`src/rtl/sequential_bin_to_bcd_pkg.sv`:
```
// Shared definitions for the multiplier product display path.
package sequential_bin_to_bcd_pkg;

  // Widths shared with the sequential multiplier.
  localparam int unsigned OPERAND_WIDTH   = 7;
  localparam int unsigned PRODUCT_WIDTH   = 2 * OPERAND_WIDTH;
  localparam int unsigned BCD_DIGIT_WIDTH = 4;

  // Converter FSM encodings.
  typedef enum logic [1:0] {
    STATE_IDLE  = 2'd0,
    STATE_SHIFT = 2'd1,
    STATE_DONE  = 2'd2
  } state_e;

  // True when p_digits decimal digits can hold every p_data_width-bit value.
  function automatic logic digits_sufficient(input int unsigned data_width,
                                             input int unsigned digits);
    logic [63:0] max_bin;
    logic [63:0] max_dec;
    max_bin = (64'd1 << data_width) - 64'd1;
    max_dec = 64'd1;
    for (int unsigned i = 0; i < digits; i++) begin
      max_dec = max_dec * 64'd10;
    end
    return (max_dec > max_bin);
  endfunction

endpackage

```
`src/rtl/sequential_bin_to_bcd_adjust.sv`:
```
// Double-dabble digit correction: a digit of 5..9 gets +3 so the next
// left shift produces the correct decimal carry. No carry between digits.
module bcd_digit_adjust
  import sequential_bin_to_bcd_pkg::*;
(
  input  logic [BCD_DIGIT_WIDTH-1:0] i_digit,
  output logic [BCD_DIGIT_WIDTH-1:0] o_digit_c
);

  // Add 3 when the digit is five or more.
  always_comb begin
    o_digit_c = i_digit;
    if (i_digit >= BCD_DIGIT_WIDTH'(5)) begin
      o_digit_c = i_digit + BCD_DIGIT_WIDTH'(3);
    end
  end

endmodule

```
`src/rtl/sequential_bin_to_bcd.sv`:
```
// Iterative binary-to-BCD converter (shift-add-3), one bit per clock,
// with a start/busy/done handshake and a held result register.
module sequential_bin_to_bcd
  import sequential_bin_to_bcd_pkg::*;
#(
  parameter int unsigned p_data_width = PRODUCT_WIDTH,
  parameter int unsigned p_digits     = 5
) (
  input  logic                                i_w_clk,
  input  logic                                i_w_reset,
  input  logic                                i_w_start,
  input  logic [p_data_width-1:0]             i_w_in,
  output logic                                o_w_busy,
  output logic                                o_w_done,
  output logic [BCD_DIGIT_WIDTH*p_digits-1:0] o_w_bcd,
  output logic                                o_w_overflow
);

  localparam int unsigned BCD_W = BCD_DIGIT_WIDTH * p_digits;
  localparam int unsigned CNT_W = $clog2(p_data_width + 1);

  state_e             state_q, state_d;
  logic [p_data_width-1:0] bin_q, bin_d;
  logic [BCD_W-1:0]   scratch_q, scratch_d;
  logic [CNT_W-1:0]   cnt_q, cnt_d;
  logic               sticky_q, sticky_d;
  logic [BCD_W-1:0]   bcd_q, bcd_d;
  logic               ovf_q, ovf_d;
  logic               done_q, done_d;

  logic [BCD_W-1:0]        adjusted_c;
  logic [BCD_W-1:0]        scratch_shift_c;
  logic [p_data_width-1:0] bin_shift_c;
  logic                    carry_out_c;

  // Per-digit add-3 correction ahead of each shift.
  for (genvar g = 0; g < p_digits; g++) begin : g_adj
    bcd_digit_adjust u_adj (
      .i_digit   (scratch_q[BCD_DIGIT_WIDTH*g +: BCD_DIGIT_WIDTH]),
      .o_digit_c (adjusted_c[BCD_DIGIT_WIDTH*g +: BCD_DIGIT_WIDTH])
    );
  end

  // One double-dabble step: {adjusted scratch, binary} shifted left by one.
  always_comb begin
    carry_out_c     = adjusted_c[BCD_W-1];
    scratch_shift_c = {adjusted_c[BCD_W-2:0], bin_q[p_data_width-1]};
    bin_shift_c     = {bin_q[p_data_width-2:0], 1'b0};
  end

  // State and datapath registers with synchronous reset.
  always_ff @(posedge i_w_clk) begin
    if (i_w_reset) begin
      state_q   <= STATE_IDLE;
      bin_q     <= '0;
      scratch_q <= '0;
      cnt_q     <= '0;
      sticky_q  <= 1'b0;
      bcd_q     <= '0;
      ovf_q     <= 1'b0;
      done_q    <= 1'b0;
    end else begin
      state_q   <= state_d;
      bin_q     <= bin_d;
      scratch_q <= scratch_d;
      cnt_q     <= cnt_d;
      sticky_q  <= sticky_d;
      bcd_q     <= bcd_d;
      ovf_q     <= ovf_d;
      done_q    <= done_d;
    end
  end

  // Next-state and datapath control; results commit on the last iteration.
  always_comb begin
    state_d   = state_q;
    bin_d     = bin_q;
    scratch_d = scratch_q;
    cnt_d     = cnt_q;
    sticky_d  = sticky_q;
    bcd_d     = bcd_q;
    ovf_d     = ovf_q;
    done_d    = 1'b0;

    unique case (state_q)
      STATE_IDLE: begin
        if (i_w_start) begin
          bin_d     = i_w_in;
          scratch_d = '0;
          sticky_d  = 1'b0;
          cnt_d     = CNT_W'(p_data_width);
          state_d   = STATE_SHIFT;
        end
      end
      STATE_SHIFT: begin
        bin_d     = bin_shift_c;
        scratch_d = scratch_shift_c;
        sticky_d  = sticky_q | carry_out_c;
        cnt_d     = cnt_q - CNT_W'(1);
        if (cnt_q == CNT_W'(1)) begin
          bcd_d   = scratch_shift_c;
          ovf_d   = sticky_q | carry_out_c;
          done_d  = 1'b1;
          state_d = STATE_DONE;
        end
      end
      STATE_DONE: begin
        state_d = STATE_IDLE;
      end
      default: begin
        state_d = STATE_IDLE;
      end
    endcase
  end

  // Busy follows state; done is the registered commit pulse.
  always_comb begin
    o_w_busy     = (state_q != STATE_IDLE);
    o_w_done     = done_q;
    o_w_bcd      = bcd_q;
    o_w_overflow = ovf_q;
  end

endmodule

```
`config.mk`:
```
export PLATFORM = sky130hd
export DESIGN_NAME = sequential_bin_to_bcd
export DESIGN_NICKNAME = d
export VERILOG_FILES = /design/src/rtl/sequential_bin_to_bcd_pkg.sv /design/src/rtl/sequential_bin_to_bcd_adjust.sv /design/src/rtl/sequential_bin_to_bcd.sv
export SDC_FILE = /design/constraint.sdc
export NUM_CORES = 1
export LEC_CHECK = 0
export ABC_AREA = 1
export CAP_MARGIN = 0
export CORE_MARGIN = 2
export CORE_UTILIZATION = 59
export CTS_CLUSTER_SIZE = 20
export DETAILED_ROUTE_END_ITERATION = 12
export PLACE_DENSITY_LB_ADDON = 0.1
export SLEW_MARGIN = 20
export SYNTH_ARGS = -nofsm -noshare
export SYNTH_HDL_FRONTEND = slang
export SYNTH_SLANG_ARGS = --single-unit
```
`constraint.sdc`:
```
create_clock -name i_w_clk -period 2.45 [get_ports i_w_clk]
set_input_delay 0.49 -clock i_w_clk [delete_from_list [all_inputs] [get_ports i_w_clk]]
set_output_delay 0.49 -clock i_w_clk [all_outputs]
set_load 0.005 [all_outputs]
```
== Word-level counts from Yosys, hierarchy flattened ==
Cells that the tools add are included.

* Muxes and demuxes: 17
* Bitwise logic cells: 2
* Add/sub/neg operators: 6
* $lt $le $gt $ge: 5
* Reduce and logical (&&, ||, !) cells: 7
* Equal/unequal tests: 4

{| class="wikitable"
|+ Operators with widths
! kind !! count
|-
| case mux 20 bit (2 select lines) || 1
|-
| case mux 14 bit (2 select lines) || 1
|-
| 2-to-1 mux 4 bit || 6
|-
| adder 4 x 2 -> 4 bit, second input constant || 5
|-
| greater-or-equal comparator 4 x 3 -> 1 bit, second input constant || 5
|-
| 2-to-1 mux 20 bit || 1
|-
| 2-to-1 mux 14 bit || 1
|-
| case mux 4 bit (2 select lines) || 1
|-
| AND reduction 2 bit || 3
|-
| == test 4 x 1 -> 1 bit, second input constant || 1
|-
| 2-to-1 mux 2 bit || 2
|-
| != test 2 bit, second input constant || 2
|-
| case mux 2 bit (2 select lines) || 1
|-
| nonzero test 2 bit || 2
|-
| subtractor 4 x 1 -> 4 bit, second input constant || 1
|-
| == test 2 x 1 -> 1 bit, second input constant || 1
|-
| logical NOT 2 bit || 1
|-
| 2-to-1 mux 1 bit || 2
|-
| case mux 1 bit (2 select lines) || 1
|-
| OR reduction 2 bit || 1
|-
| NOT 1 bit || 1
|-
| bitwise OR 1 bit || 1
|}

* Bits in registers: 63

== Depth between registers and ports, before layout ==
Gate-level depths: netlist (run 1).

* Word-level depth: 4
* Gate-level depth with buffers: 9

== Modules after synthesis ==
A second synthesis (run 1) with hierarchy kept.

* Cell total of the unflattened synthesis: 461
* Area total of the unflattened synthesis: 3129.3 um^2

{| class="wikitable"
|+ Modules (own cells, without submodules)
! module !! area each (um^2) !! cells an instance !! seq. area each (um^2) !! instances
|-
| sequential_bin_to_bcd || 2453.6 || 346 || 1261.2 || 1
|-
| bcd_digit_adjust || 135.1 || 23 || 0.0 || 5
|}

== Worst setup path before layout (run 1) ==
No wires, ideal clock.

* Path type: in2reg
* Start point: input port i_w_reset
* End point: register bin_q[13]
* Slack: 1.165 ns
* Cell stages on the path: 4
* Arrival time: 1.153 ns
* Cell sequence: clkbuf_1 -> buf_2 -> buf_1 -> a21oi_1

{| class="wikitable"
|+ RTL lines
! item !! line !! source
|-
| start, declared || sequential_bin_to_bcd.sv:10 || <nowiki>input logic i_w_reset,</nowiki>
|-
| end signal, assigned || sequential_bin_to_bcd.sv:64 || <nowiki>bin_q <= bin_d;</nowiki>
|-
| end, declared || sequential_bin_to_bcd.sv:23 || <nowiki>logic [p_data_width-1:0] bin_q, bin_d;</nowiki>
|}

No word-level cell between the ends.

== Worst setup path in the final report (run 1) ==
* Start point: register state_q[0]
* End point: register bcd_q[18] (netlist: o_w_bcd[18])

* Word-level cells in the longest chain between the ends: 2

{| class="wikitable"
|+ RTL lines
! item !! line !! source
|-
| start, declared || sequential_bin_to_bcd.sv:22 || <nowiki>state_e state_q, state_d;</nowiki>
|-
| start signal, assigned || sequential_bin_to_bcd.sv:63 || <nowiki>state_q <= state_d;</nowiki>
|-
| == test 2 x 1 -> 1 bit || sequential_bin_to_bcd.sv:85 || <nowiki>unique case (state_q)</nowiki>
|-
| AND reduction 2 bit (no source line) || -- ||
|-
| end signal, assigned || sequential_bin_to_bcd.sv:59 || <nowiki>bcd_q <= '0;</nowiki>
|-
| end signal, assigned || sequential_bin_to_bcd.sv:68 || <nowiki>bcd_q <= bcd_d;</nowiki>
|-
| end, declared || sequential_bin_to_bcd.sv:27 || <nowiki>logic [BCD_W-1:0] bcd_q, bcd_d;</nowiki>
|}

Every way passes these cells.
A chain may end at the register's enable or synchronous reset.

==> reports/results.tsv, run 1 <==
stage	metric	value	unit
grt	grt_first_pass_wirelength	10900	um
floorplanning	die_h	74.9	um
worst_setup_path	worstPathMaxFanout	23	
worst_setup_path	endpoint_kind	register	
cells_and_area	diodes	0	
pwr	leakage	1.47	nW
routing	wl_per_cell	12.6	um
logic_synthesis	ys_ff_latch	63	
pwr	p_per_area	616	nW/um^2
routing	drtAntennaViolNets	0	
routing	first_pass_iters	4	
clock_tree	clk_pin_slew	0.07	ns
min_path	hold_depth	2	
worst_setup_path	start_kind	register	
clock_tree	cts_root_buf	clkbuf_8	
pwr	p_total	0.00220	W
sta	fin_setup_tns	0	ns
logic_synthesis	yosysSeqAreaShare	0.425	
sta	finalCritPeriodShare	0.772	
placed_design	dp_hpwl	4260	um
sta	skew	0.00965	ns
clock_tree	cts_tree	yes	
worst_setup_path	required	2.66	ns
cells_and_area	drive_above_1_share	0.0637	
min_path	worstHoldStart	o_w_bcd[9]	
routing	first_iter_violations	203	
cells_and_area	nFillCells	368	
clock_tree	postCtsHoldBufs	0	
floorplanning	core_area	4790	um^2
grt	antenna_found_initial	0	
worst_setup_path	reg2regPathDepth	8	
placed_design	dpl.cell_count	506	
floorplanning	start_util	0.620	
cells_and_area	fin_cells	522	
clock_tree	h-tree-depth	3	
worst_setup_path	cp.arrival	2.11	ns
clock_tree	cts_buffers	9	
floorplanning	num_rows	25	
sta	period_minus_slack	1.89	ns
routing	num_vias	2762	
run	drv_cap	0	
sta	max_freq	529	MHz
routing	wl	6580	um
logic_synthesis	synthCells	415	
min_path	hp-class	reg2reg	
floorplanning	die_x	74.9	um
cells_and_area	final_net_count	479	
grt	gr-usage-all-layers	0.254	
sta	grt_setup_unrepaired	false	
grt	grt_start_max_net_pins	50	
logic_synthesis	avgSynthCellArea	7.15	um^2
logic_synthesis	yosys.cell_types.count	22	
worst_setup_path	reg2reg_setup_slack	0.56	ns
logic_synthesis	synth_nets	444	
clock_tree	cts.sinks	63	
logic_synthesis	yosys_warnings	0	
clock_tree	clock_path_buffers	2	
worst_setup_path	crit_start	state_q[0]	
cells_and_area	areaGrowthSynthToFinish	20.4	%
floorplanning	design.die.area	5610	um^2
clock_tree	cts_resized	0	
sta	relSlewSlack	0.707	
logic_synthesis	syn-cell-area	2970	um^2
floorplanning	io_pins	40	
grt	overflow	0	
sta	tightest_slew	0.438	ns
status	status	completed	
grt	grt_pass1_vias	2555	
routing	drc	0	
sta	setup_viol	0	
clock_tree	clock_latency	0.34	ns
placed_design	place_congestion	0.942	
sta	slew_viol_final	0	
worst_setup_path	rr_startpoint	state_q[0]	
sta	finalHoldViolCount	0	
worst_setup_path	crit_type	reg2reg	
clock_tree	post_cts_buffers	0	
pwr	vdd_ir_drop_max	496	uV
placed_design	io_buffers	39	
routing	routed_via_density	5.29	
stage by stage:
step	util	setup slack, ns	hold WS (ns)	area, um^2
CTS	0.747	0.586	0.467	3570
global placement	0.703	0.635	0.453	3370
global route	0.747	0.477	0.477	3570
floorplan	-	1.17	0.440	2970
finish	0.747	0.558	0.465	3570
detailed placement	0.703	0.599	0.456	3370
logic make-up (layout without fill, tap and decap cells):
logic type / count (synthesis) / in the layout / share of synthesized area
AND/OR/NAND/NOR: 202 / 202 / 0.288
AO/OA/AOI/OAI: 80 / 80 / 0.147
flip-flops: 63 / 63 / 0.425
buffers and inverters: 58 / 98 / 0.0894
adder cells (fa/ha/maj): 12 / 12 / 0.0506
worst max-delay path: stages (launching register included):
cell and delay (ns):
dfxtp_1 0.34, inv_1 0.07, nor2_4 0.09, buf_4 0.27, inv_2 0.12, nor2_8 0.33
inv_2 0.28, a21oi_2 0.20, nor2_1 0.07
cell type report:
class                   count  area (um^2)  share of cell area
flip-flops and latches     63         1260               0.353
repair buffers             43          433               0.121
well taps                  67         83.8              0.0235
clock buffers              13          169              0.0473
multi-input cells         294         1440               0.403
clock inverters             3         40.0              0.0112
inverters                  39          146              0.0410
path summary, 6_finish.rpt:
| kind | to |
|---|---|
| worst min register to register | o_w_bcd[9] |
| worst min-delay path | o_w_bcd[9] |
| worst max register to register | o_w_bcd[18] |
| worst max-delay path | o_w_bcd[18] |
synth_stat cells:
cell,count,share of area
clkbuf_1,5,0.0063
nand2_1,138,0.17
buf_6,3,0.011
nand3_1,33,0.056
ha_1,12,0.051
a21oi_2,4,0.012
o21ai_0,16,0.027
a22oi_1,2,0.0051
nor2_8,1,0.0067
inv_2,3,0.0038
nor2_4,2,0.0076
o21a_1,1,0.0025
a211oi_1,1,0.0025
buf_2,5,0.0084
buf_1,1,0.0013
buf_4,5,0.013
nor2_1,18,0.023
inv_1,36,0.046
a21oi_1,48,0.081
a31oi_1,8,0.017
dfxtp_1,63,0.42
nand4_1,10,0.021
cells in the final DEF, fill, tap and decap left out:
master,count
inv_2,3
a211oi_1,1
nand2_1,138
o21a_1,1
clkinv_2,2
ha_1,12
nor2_1,18
a22oi_1,2
bufinv_16,1
a31oi_1,8
buf_12,1
buf_4,3
nor2_8,1
a21oi_1,48
dfxtp_1,63
inv_1,36
clkbuf_1,1
o21ai_0,16
nand4_1,10
clkbuf_8,12
clkdlybuf4s50_1,39
nor2_4,2
a21oi_2,4
nand3_1,33
registers in the layout, indices dropped and copies added (netlist names):
name,cells
cnt_q,4
bin_q,14
state_q,2
sticky_q,1
o_w_bcd,20
o_w_overflow,1
o_w_done,1
scratch_q,20
per-layer routing:
| metal | wire length (um) | up-vias | global-route usage |
|---|---|---|---|
| met3 | 330 | 6 | 0.0723 |
| li1 | - | 1422 | - |
| met1 | 3040 | 1270 | 0.312 |
| met2 | 3140 | 64 | 0.433 |
| met4 | 65 | 0 | 0.0754 |
| met5 | 0 | - | 0 |
report_power, final:
group	switching, W	leakage [nW]	internal [W]
Sequential	0.0000179	0.511	0.00105
Clock	0.000389	0.109	0.000550
Combinational	0.000115	0.850	0.0000748
Total	0.000522	1.47	0.00168
Note: power is estimated with default switching activity, not from simulation.
==> inputs of run 2 (changes only) <==
--- a/config.mk
+++ b/config.mk
@@ -8,7 +8,7 @@
 export ABC_AREA = 1
 export CAP_MARGIN = 0
 export CORE_MARGIN = 2
-export CORE_UTILIZATION = 59
+export CORE_UTILIZATION = 49
 export CTS_CLUSTER_SIZE = 20
 export DETAILED_ROUTE_END_ITERATION = 12
 export PLACE_DENSITY_LB_ADDON = 0.1
==> constraint.sdc (replaced) <==
create_clock -name i_w_clk -period 1.7 [get_ports i_w_clk]
set_input_delay 0.34 -clock i_w_clk [delete_from_list [all_inputs] [get_ports i_w_clk]]
set_output_delay 0.34 -clock i_w_clk [all_outputs]
set_load 0.005 [all_outputs]
==> run 2 against run 1 <==
Effect of this change:
- register-to-register slack lost 0.38 ns
- critical path depth shrank 5
- count of clock-buffer cells in the layout is 2 higher
- non-clock buffer count rose by 2
- sequential share of layout area fell by 0.064 points
- final cell count up 1.9%
- setup slack got worse by 0.50 ns
- core utilization is 14 points lower
- clock power is 24% higher
- largest power group unchanged
==> reports/results.tsv, run 2 (synthesis gave the netlist of run 1 again) <==
stage	metric	value	unit	change
floorplanning	core_area	5890	um^2	+23%
cells_and_area	fin_cells	532		+1.9%
cells_and_area	final_net_count	482		+0.63%
grt	grt_first_pass_wirelength	10800	um	-0.51%
grt	gr-usage-all-layers	0.208		-0.0455
sta	hold-worst-slack	0.461	ns	-0.00335 ns
min_path	hp-class	reg2reg		
sta	setup_viol	0		unchanged
placed_design	dp_hpwl	4260	um	about the same
routing	drtAntennaViolNets	0		unchanged
cells_and_area	diodes	0		unchanged
routing	first_iter_violations	96		-53%
clock_tree	clock_path_buffers	2		unchanged
worst_setup_path	endpoint_kind	output port		
grt	overflow	0		unchanged
sta	fin_setup_tns	0	ns	unchanged
sta	slew_viol_final	0		unchanged
worst_setup_path	required	1.36	ns	-1.30 ns
run	drv_cap	0		unchanged
routing	num_vias	2766		+0.14%
cells_and_area	layout_commonest_cell	nand2_1		
sta	finalHoldViolCount	0		unchanged
worst_setup_path	start_kind	register		
sta	max_freq	609	MHz	
pwr	leakage	1.47	nW	-0.20%
sta	tightest_slew	0.490	ns	+0.0521 ns
pwr	vdd_ir_drop_max	482	uV	-2.9%
routing	drc	0		unchanged
placed_design	dpl.cell_count	516		+2.0%
cells_and_area	drive_above_1_share	0.0678		+0.00410
clock_tree	cts_buffers	9		unchanged
sta	layout_setup_ws	0.0572	ns	-0.501 ns
sta	relSlewSlack	0.672		-0.0355
sta	finalCritPeriodShare	0.966		
sta	period_minus_slack	1.64	ns	
cells_and_area	final_cell_mix	138 x nand2_1, 62 x dfxtp_1, 48 x a21oi_1		
clock_tree	clock_latency	0.33	ns	about the same
status	status	completed		
worst_setup_path	cp.arrival	1.30	ns	-0.81 ns
cells_and_area	final_area	3580	um^2	+0.28%
floorplanning	die_x	81.8	um	+9.2%
cells_and_area	areaGrowthSynthToFinish	20.8	%	
sta	skew	0.00479	ns	-0.00486 ns
worst_setup_path	worstPathMaxFanout	4		-83%
placed_design	post-place-ws	-0.183	ns	-0.783 ns
clock_tree	postCtsHoldBufs	0		unchanged
worst_setup_path	cp_slowest_cell	clkdlybuf4s50_1		
floorplanning	num_rows	28		+12%
grt	antenna_found_initial	0		unchanged
sta	grt_setup_unrepaired	false		
clock_tree	cts_root_buf	clkbuf_8		
cells_and_area	nFillCells	581		+58%
floorplanning	die_h	81.8	um	+9.2%
clock_tree	cts.sinks	63		unchanged
routing	wl_per_cell	12.5	um	-0.73%
placed_design	place_congestion	0.823		-13%
floorplanning	design.die.area	6700	um^2	+19%
worst_setup_path	crit_type	reg2out		
worst_setup_path	critPathMaxStageDelay	0.49	ns	+0.15 ns
routing	routed_via_density	5.20		-1.7%
routing	wl	6660	um	+1.2%
placed_design	io_buffers	39		unchanged
placed_design	place_area	3390	um^2	+0.74%
worst_setup_path	cp_cell_sequence	nor2_2, inv_1, clkdlybuf4s50_1		
grt	grt_start_max_net_pins	50		unchanged
grt	grt_pass1_vias	2533		-0.86%
clock_tree	h-tree-depth	3		unchanged
clock_tree	clk_pin_slew	0.06	ns	about the same
clock_tree	cts_tree	yes		
pwr	p_per_area	835	nW/um^2	+36%
routing	first_pass_iters	4		unchanged
floorplanning	start_util	0.504		-0.116
floorplanning	io_pins	40		unchanged
[run 2: through the flow]
step | util | total power (W)
6_report | 0.609 | 0.00299
2_1_floorplan | - | 0.00176
3_5_place_dp | 0.576 | 0.00185
3_3_place_gp | 0.576 | 0.00184
5_1_grt | 0.609 | 0.00311
4_1_cts | 0.606 | 0.00301
[run 2: final timing paths]
kind / end / from / slack [ns] / cells after the start
max: o_w_busy / state_q[1] / 0.06 / 3
min: o_w_bcd[15] / o_w_bcd[15] / 0.46 / 2
max reg2reg: o_w_overflow / cnt_q[1] / 0.18 / 8
min reg2reg: o_w_bcd[15] / o_w_bcd[15] / 0.46 / 2
[run 2: cell type report]
type / instances / area [um^2] / area share
inverters: 39 / 149 / 0.0415
repair buffers: 45 / 448 / 0.125
flip-flops and latches: 63 / 1260 / 0.352
well taps: 75 / 93.8 / 0.0262
clock buffers: 15 / 176 / 0.0492
multi-input cells: 295 / 1460 / 0.406
[run 2: timing repair]
action / CTS / global route
endpoints found under the setup margin: 1 / 6
gates cloned: 0 / 1
gates resized for setup: 1 / 4
setup buffers: 0 / 0
[run 2: where the power goes]
| part | leakage [nW] | internal, W | switching, W | total [W] |
|---|---|---|---|---|
| Clock | 0.0898 | 0.000643 | 0.000526 | 0.00117 |
| Sequential | 0.512 | 0.00152 | 0.0000251 | 0.00154 |
| Combinational | 0.866 | 0.000108 | 0.000173 | 0.000281 |
[run 2: critical path, delay by kind of cell, from the launching register on]
| family | cells | cell delay [ns] |
|---|---|---|
| simple gates | 1 | 0.05 |
| flops | 1 | 0.38 |
| buf+inv | 2 | 0.54 |
[run 2: metal layers]
layer	vias to the layer above	global-route usage	wire (um)
met5	-	0	0
met4	0	0.0817	89
met3	9	0.0516	331
met2	67	0.351	3110
met1	1258	0.254	3120
li1	1432	-	-
